### config.mk
export PLATFORM = sky130hd
export DESIGN_NAME = fifo_ser_tx
export DESIGN_NICKNAME = d
export VERILOG_FILES = /design/src/rtl/fifo_ser_tx.sv
export SDC_FILE = /design/constraint.sdc
export NUM_CORES = 1
export LEC_CHECK = 0
export ABC_CLOCK_PERIOD_IN_PS = 3400
export CORE_MARGIN = 5
export CORE_UTILIZATION = 34
export DETAILED_ROUTE_END_ITERATION = 8
export GPL_ROUTABILITY_DRIVEN = 0
export SLEW_MARGIN = 5
export SYNTH_ARGS = -nofsm -noshare
export SYNTH_HDL_FRONTEND = slang
export SYNTH_SLANG_ARGS = --single-unit
export TNS_END_PERCENT = 20
### constraint.sdc
create_clock -name rclk -period 3.4 [get_ports rclk]
set_input_delay 0.85 -clock rclk [delete_from_list [all_inputs] [get_ports rclk]]
set_output_delay 0.85 -clock rclk [all_outputs]
set_load 0.05 [all_outputs]
### src/rtl/fifo_ser_tx.sv
// fifo_ser_tx
// Read-side consumer for the dual-clock FIFO. Pops one word whenever the FIFO
// is non-empty and the transmitter is idle, then sends it as an asynchronous
// serial frame: start bit (0), DW data bits LSB first, stop bit (1). Each bit
// lasts DIV clocks of rclk.
//
// Ports:
//   rclk          read-domain clock
//   rst_i         asynchronous active-high reset
//   fifo_dat_i    FIFO head word (show-ahead)
//   fifo_empty_i  FIFO empty flag
//   fifo_ren_o    FIFO read enable (combinational)
//   tx_o          serial line, registered, idles high
//   busy_o        high while a frame is in progress
//   done_o        one-clock pulse on the final stop-bit clock
//
// state | meaning
// IDLE  | line high, waiting for a FIFO word
// START | driving start bit (0)
// DATA  | driving data bits, LSB first
// STOP  | driving stop bit (1)

module fifo_ser_tx #(
    parameter int DW  = 4,
    parameter int DIV = 8
) (
    input  logic          rclk,
    input  logic          rst_i,
    input  logic [DW-1:0] fifo_dat_i,
    input  logic          fifo_empty_i,
    output logic          fifo_ren_o,
    output logic          tx_o,
    output logic          busy_o,
    output logic          done_o
);

    localparam int CW = (DIV > 1) ? $clog2(DIV) : 1;
    localparam int BW = (DW > 1) ? $clog2(DW) : 1;
    localparam logic [CW-1:0] BAUD_LAST = CW'(DIV - 1);
    localparam logic [BW-1:0] BIT_LAST  = BW'(DW - 1);

    typedef enum logic [1:0] {IDLE, START, DATA, STOP} state_t;

    state_t        state, state_nxt;
    logic [DW-1:0] shreg, shreg_nxt, shreg_shr;
    logic [CW-1:0] baud_cnt, baud_nxt;
    logic [BW-1:0] bit_cnt, bit_nxt;
    logic          tx_nxt;
    logic          baud_last;
    logic          ren, done;

    // Logical shift keeps DW=1 legal: the next bit after the shift is shreg_shr[0].
    assign shreg_shr = shreg >> 1;
    assign baud_last = (baud_cnt == BAUD_LAST);

    always_comb begin
        state_nxt = state;
        shreg_nxt = shreg;
        tx_nxt    = tx_o;
        baud_nxt  = baud_cnt;
        bit_nxt   = bit_cnt;
        ren       = 1'b0;
        done      = 1'b0;
        case (state)
            IDLE: begin
                if (!fifo_empty_i) begin
                    ren       = 1'b1;
                    shreg_nxt = fifo_dat_i;
                    tx_nxt    = 1'b0;
                    baud_nxt  = '0;
                    state_nxt = START;
                end
            end
            START: begin
                if (baud_last) begin
                    tx_nxt    = shreg[0];
                    bit_nxt   = '0;
                    baud_nxt  = '0;
                    state_nxt = DATA;
                end else begin
                    baud_nxt = baud_cnt + 1'b1;
                end
            end
            DATA: begin
                if (baud_last) begin
                    baud_nxt = '0;
                    if (bit_cnt == BIT_LAST) begin
                        tx_nxt    = 1'b1;
                        state_nxt = STOP;
                    end else begin
                        shreg_nxt = shreg_shr;
                        tx_nxt    = shreg_shr[0];
                        bit_nxt   = bit_cnt + 1'b1;
                    end
                end else begin
                    baud_nxt = baud_cnt + 1'b1;
                end
            end
            STOP: begin
                if (baud_last) begin
                    done      = 1'b1;
                    baud_nxt  = '0;
                    state_nxt = IDLE;
                end else begin
                    baud_nxt = baud_cnt + 1'b1;
                end
            end
            default: state_nxt = IDLE;
        endcase
    end

    always_ff @(posedge rclk or posedge rst_i) begin
        if (rst_i) begin
            state    <= IDLE;
            shreg    <= '0;
            tx_o     <= 1'b1;
            baud_cnt <= '0;
            bit_cnt  <= '0;
        end else begin
            state    <= state_nxt;
            shreg    <= shreg_nxt;
            tx_o     <= tx_nxt;
            baud_cnt <= baud_nxt;
            bit_cnt  <= bit_nxt;
        end
    end

    assign fifo_ren_o = ren;
    assign done_o     = done;
    assign busy_o     = (state != IDLE);

endmodule

==> results.txt, run 1 <==
status = finished, final reports clean
CP delay by family, top = buffers and inverters
CP Capture Point = done_o
DR iter-0 viols = 1
Core Area = 0.00200 sq mm
FP Rows = 16
CP max-delay cell = clkdlybuf4s50_1
P_int = 494 uW
commonest non-fill, non-tap cell in the layout = dfrtp_1
Yosys cell types = 20
largest family of logic cells by synthesized area = multiplexers
Skew-Pair Late Insertion Delay = 280 ps
xor/xnor share of the synthesized area = 0
Clock transition at path regs = 80 ps
CP Depth = 4
Die Area = 0.00318 sq mm
Final Max Tran Viols = 0
routed wire length = 1270 um
Root Driver = clkbuf_4
Switching Share = 0.402
#FFs+latches synth = 12
antenna cells = 0
Synth Area in Simple Gates = 0.127
layout cells sized above 1 = 0.210
power share of the clock group = 0.138
adder-cell share of the synthesized area = 0.137
Cells after Synth = 68
syn_nets = 83
Hold Crit Class = reg2reg
Max clock buf depth = 2
Worst setup SP type = flip-flop
Die Span Y = 56.4 um
Ports = 11
top cell type's share of synthesized area = 0.377
Max-cap violations = 0
clk sinks = 12
CP required = 2550 ps
Nets = 97
first-pass GRT wire length = 2240 um
synth top area cells = dfrtp_1 38%, mux2_2 14%, ha_1 14%
commonest cells after routing, fill and taps aside = 11 x dfrtp_1, 9 x mux2_2, 9 x clkdlybuf4s50_1
Critical Path Start = baud_cnt[0]
crit path DAT = 2080 ps
syn avg cell area = 10.7 sq um
Top cell by count, worst path = ha_1
all-layer global routing usage = 0.0913
initial antenna violation count = 0
worst-margin pin slew = 507 ps
slowest stage delay, CP = 800 ps
Post-CTS Hold Fix Bufs = 0
Setup CP Type = reg2out
RSZ-0062 raised after global routing = no
Final Hold Fails = 0
worst reg2reg path depth = 5
Lkg Pwr = 0.408 nW
CP endpoint kind = output pin
post-synthesis compound-gate area fraction = 0.134
H-tree Lvls = 1
post-route ant nets = 0
Cell Chain, Critical Path = ha_1, ha_1, and2_1, clkdlybuf4s50_1
Fmax achieved = 341 MHz
Starting Density = 0.365
Period minus WS final = 2930 ps
CP bufs+invs = 1
register area share after synthesis = 0.413
Final setup viols = 0
vias in the first global route = 507
Comb pwr share = 0.562
mux cell area share after synthesis = 0.152
DP Wirelength = 961 um
Post-CTS Resized = 0
RR Startpoint = state[0]
Mapped Area = 731 sq um
largest net degree at the start of global routing = 14
Setup Buffers After CTS = 0
Synth area leader = dfrtp_1
Slew Limit Headroom = 0.662
fin crit share = 0.863
sw power = 332 uW
DRC Markers = 0
Flop pwr share = 0.299
PwrDens = 926 mW/mm^2
# port buffers = 10
Max rail drop VDD = 0.339 mV
CTS tree = done
Setup TNS Final = 0 ps
skew final = 7.57 ps
TritonRoute pass-1 iters = 4
reg2reg end = shreg[1]
DIE WIDTH = 56.4 um
DR WL/cell = 11.7 um
utilization after layout = 0.446
aggregate global routing overflow = 0
via count = 520
CP max FO = 7
Area Growth Syn to Fin = 22.3%
yosys warns = 0
CTS buffer count = 3
Via density = 4.81
flop2flop setup slack = 1400 ps
-- cell usage after synthesis --
master / count
nor2b_1: 1
buf_2: 1
dfstp_2: 1
nand2b_1: 2
nand3_1: 2
inv_1: 6
and2_1: 2
dfrtp_1: 11
o211ai_1: 1
nand2_1: 4
nor2_1: 6
mux2_2: 9
mux2i_1: 1
a22o_1: 3
nand2b_4: 1
a211oi_4: 1
ha_1: 8
o2111ai_1: 1
a21oi_1: 2
o21ai_0: 5
-- power by group through the flow --
stage | Sequential, mW | Clock (mW) | Combinational (mW)
floorplan | 0.255 | 0 | 0.364
global placement | 0.248 | 0 | 0.465
detailed placement | 0.251 | 0 | 0.471
CTS | 0.248 | 0.119 | 0.472
global route | 0.256 | 0.125 | 0.516
finish | 0.248 | 0.114 | 0.465
-- stage by stage --
step | instances | worst slack, ps | total power, mW | hold WS (ps) | instance area (sq um)
6_report | 108 | 467 | 0.827 | 487 | 893
5_1_grt | 108 | 351 | 0.897 | 521 | 893
4_1_cts | 108 | 461 | 0.840 | 490 | 893
3_5_place_dp | 104 | 767 | 0.722 | 475 | 857
3_3_place_gp | 104 | 825 | 0.713 | 458 | 857
2_1_floorplan | 68 | 809 | 0.619 | 446 | 731
-- state kept, by name, summed over array words and instances, names as in the netlist --
name / count
baud_cnt: 3
bit_cnt: 2
shreg: 4
state: 2
tx_o: 1
-- worst min-delay path by stage --
stage	slack, ps	start	endpoint	cells past startpoint
final	490	baud_cnt[0]	baud_cnt[0]	1
after global routing	520	baud_cnt[1]	baud_cnt[1]	1
after CTS	490	baud_cnt[0]	baud_cnt[0]	1
after detailed placement	480	baud_cnt[0]	baud_cnt[0]	1
after global placement	460	baud_cnt[0]	baud_cnt[0]	1
after floorplan	450	baud_cnt[0]	baud_cnt[0]	1
-- cell families (layout without fill, tap and decap cells) --
group | count (synthesis) | in the layout
compound gates | 13 | 13
simple gates | 18 | 18
flops | 12 | 12
fa+ha+maj | 8 | 8
mux | 10 | 10
buf+inv | 7 | 20
-- cell type report --
class	instances	area (sq um)
clock buffers	4	36.3
repair buffers	10	97.6
fillers	197	1110
multi-input cells	49	402
flip-flops and latches	12	302
well taps	27	33.8
inverters	6	22.5
-- routing by layer --
layer  share of wire  global-route usage  vias up  routed length (um)
met2            0.45               0.145       10                 568
li1                -                   -      264                   -
met5               0                   0        -                   0
met1            0.47               0.106      241                 598
met3           0.054              0.0252        5                  68
met4           0.023              0.0610        0                  29
(Power assumes the default switching activity.)
==> inputs of run 2 (changes only) <==
--- a/config.mk
+++ b/config.mk
@@ -10,7 +10,7 @@
 export CORE_UTILIZATION = 34
 export DETAILED_ROUTE_END_ITERATION = 8
 export GPL_ROUTABILITY_DRIVEN = 0
-export SLEW_MARGIN = 5
+export SLEW_MARGIN = 20
 export SYNTH_ARGS = -nofsm -noshare
 export SYNTH_HDL_FRONTEND = slang
 export SYNTH_SLANG_ARGS = --single-unit
==> results of run 2 <==
Final layout, timing and power as in run 1 (identical DEF).
==> inputs of run 3 (changes only) <==
--- a/config.mk
+++ b/config.mk
@@ -6,7 +6,7 @@
 export NUM_CORES = 1
 export LEC_CHECK = 0
 export ABC_CLOCK_PERIOD_IN_PS = 3400
-export CORE_MARGIN = 5
+export CORE_MARGIN = 2
 export CORE_UTILIZATION = 34
 export DETAILED_ROUTE_END_ITERATION = 8
 export GPL_ROUTABILITY_DRIVEN = 0
==> results.txt, run 3 (synthesized netlist as in run 1, its figures left out) <==
status = finished, final reports clean
Core Area = 0.00200 sq mm (unchanged)
Clock transition at path regs = 80 ps (about the same)
largest net degree at the start of global routing = 14 (unchanged)
Period minus WS final = 2910 ps (-20.6 ps)
routed wire length = 1270 um (about the same)
Fmax achieved = 343 MHz (+0.71%)
Final setup viols = 0 (unchanged)
layout cells sized above 1 = 0.198 (-0.0123)
Starting Density = 0.365 (unchanged)
Top Registers = shreg x4, baud_cnt x3
DP Wirelength = 954 um (-0.74%)
commonest non-fill, non-tap cell in the layout = dfrtp_1
all-layer global routing usage = 0.124 (+0.0326)
Setup CP Type = reg2out
vias in the first global route = 506 (-0.20%)
Lkg Pwr = 0.402 nW (-1.5%)
DR iter-0 viols = 3 (+2)
worst hold slack = 488 ps (+0.764 ps)
Slew Limit Headroom = 0.652 (-0.00953)
via count = 499 (-4.0%)
antenna cells = 0 (unchanged)
Filler cells = 208 (+5.6%)
Hold Crit Class = reg2reg
first-pass GRT wire length = 2250 um (+0.31%)
CP max FO = 7 (unchanged)
worst-margin pin slew = 522 ps (+14.3 ps)
Die Area = 0.00254 sq mm (-20%)
Final Max Tran Viols = 0 (unchanged)
crit path DAT = 2060 ps (-20 ps)
Root Driver = clkbuf_4
fin crit share = 0.857 (-0.00605)
DRC Markers = 0 (unchanged)
Die Span Y = 50.4 um (-11%)
area of the multi-input gates = 402 sq um (unchanged)
PwrDens = 916 mW/mm^2 (-1.1%)
clk sinks = 12 (unchanged)
skew final = 11.9 ps (+4.35 ps)
FP Rows = 16 (unchanged)
# port buffers = 10 (unchanged)
TritonRoute pass-1 iters = 4 (unchanged)
max reg flops = 4 (unchanged)
area taken by flip-flops and latches = 302 sq um (unchanged)
Max-cap violations = 0 (unchanged)
CTS tree = done
Max rail drop VDD = 0.378 mV (+12%)
Area Growth Syn to Fin = 20.9%
Largest Register = shreg
Via density = 4.62 (-4.0%)
post-route ant nets = 0 (unchanged)
aggregate global routing overflow = 0 (unchanged)
initial antenna violation count = 0 (unchanged)
Max clock buf depth = 2 (unchanged)
Post-CTS Hold Fix Bufs = 0 (unchanged)
RSZ-0062 raised after global routing = no
Nets = 97 (unchanged)
Skew-Pair Late Insertion Delay = 280 ps (about the same)
CP required = 2550 ps (about the same)
setup slack after placement = 795 ps (+28.3 ps)
CP endpoint kind = output pin
Ports = 11 (unchanged)
commonest cells after routing, fill and taps aside = 11 x dfrtp_1, 9 x mux2_2, 9 x clkdlybuf4s50_1
H-tree Lvls = 1 (unchanged)
Final Hold Fails = 0 (unchanged)
CTS buffer count = 3 (unchanged)
Setup Buffers After CTS = 0 (unchanged)
Post-CTS Resized = 0 (unchanged)
final worst setup slack = 488 ps (+20.6 ps)
DIE WIDTH = 50.4 um (-11%)
worst hold path depth = 1 (unchanged)
Setup TNS Final = 0 ps (unchanged)
DR WL/cell = 11.7 um (about the same)
Pwr Total = 809 uW (-2.2%)
Worst setup SP type = flip-flop
worst reg2reg path depth = 5 (unchanged)
[run 3: layout make-up]
cell class / instances / share of cell area
Clock buffer: 4 / 0.0297
Inverter: 6 / 0.0255
Multi-Input combinational cell: 49 / 0.455
Sequential cell: 12 / 0.341
Tap cell: 27 / 0.0382
Timing Repair Buffer: 10 / 0.110
[run 3: metal layers]
metal,track usage,vias to the layer above,routed length [um]
met5,0,-,0
li1,-,263,-
met2,0.191,9,598
met1,0.150,223,587
met3,0.0357,4,50
met4,0.0811,0,30
[run 3: metrics by stage]
| stage | util | instances | area [sq um] |
|---|---|---|---|
| global placement | 0.428 | 104 | 857 |
| floorplan | - | 68 | 731 |
| detailed placement | 0.428 | 104 | 857 |
| global route | 0.441 | 108 | 883 |
| finish | 0.441 | 108 | 883 |
| CTS | 0.441 | 108 | 883 |
[run 3: worst max-delay path, stage by stage, from the launching register on]
cell and delay (ps):
dfrtp_1 380, ha_1 150, ha_1 290, and2_1 160, clkdlybuf4s50_1 790
[run 3: where the power goes]
part / switching [mW] / leakage [nW] / internal, mW
Sequential: 0.0379 / 0.137 / 0.210
Clock: 0.0484 / 0.0150 / 0.0455
Combinational: 0.247 / 0.250 / 0.220
Total: 0.333 / 0.402 / 0.475
[run 3: worst paths after layout]
check	slack [ps]	from	to
max in group asynchronous	2150	rst_i	tx_o
max	490	baud_cnt[0]	done_o
min reg2reg	490	baud_cnt[0]	baud_cnt[0]
min	490	baud_cnt[0]	baud_cnt[0]
max reg2reg	1380	state[0]	shreg[2]
min in group asynchronous	880	rst_i	baud_cnt[2]
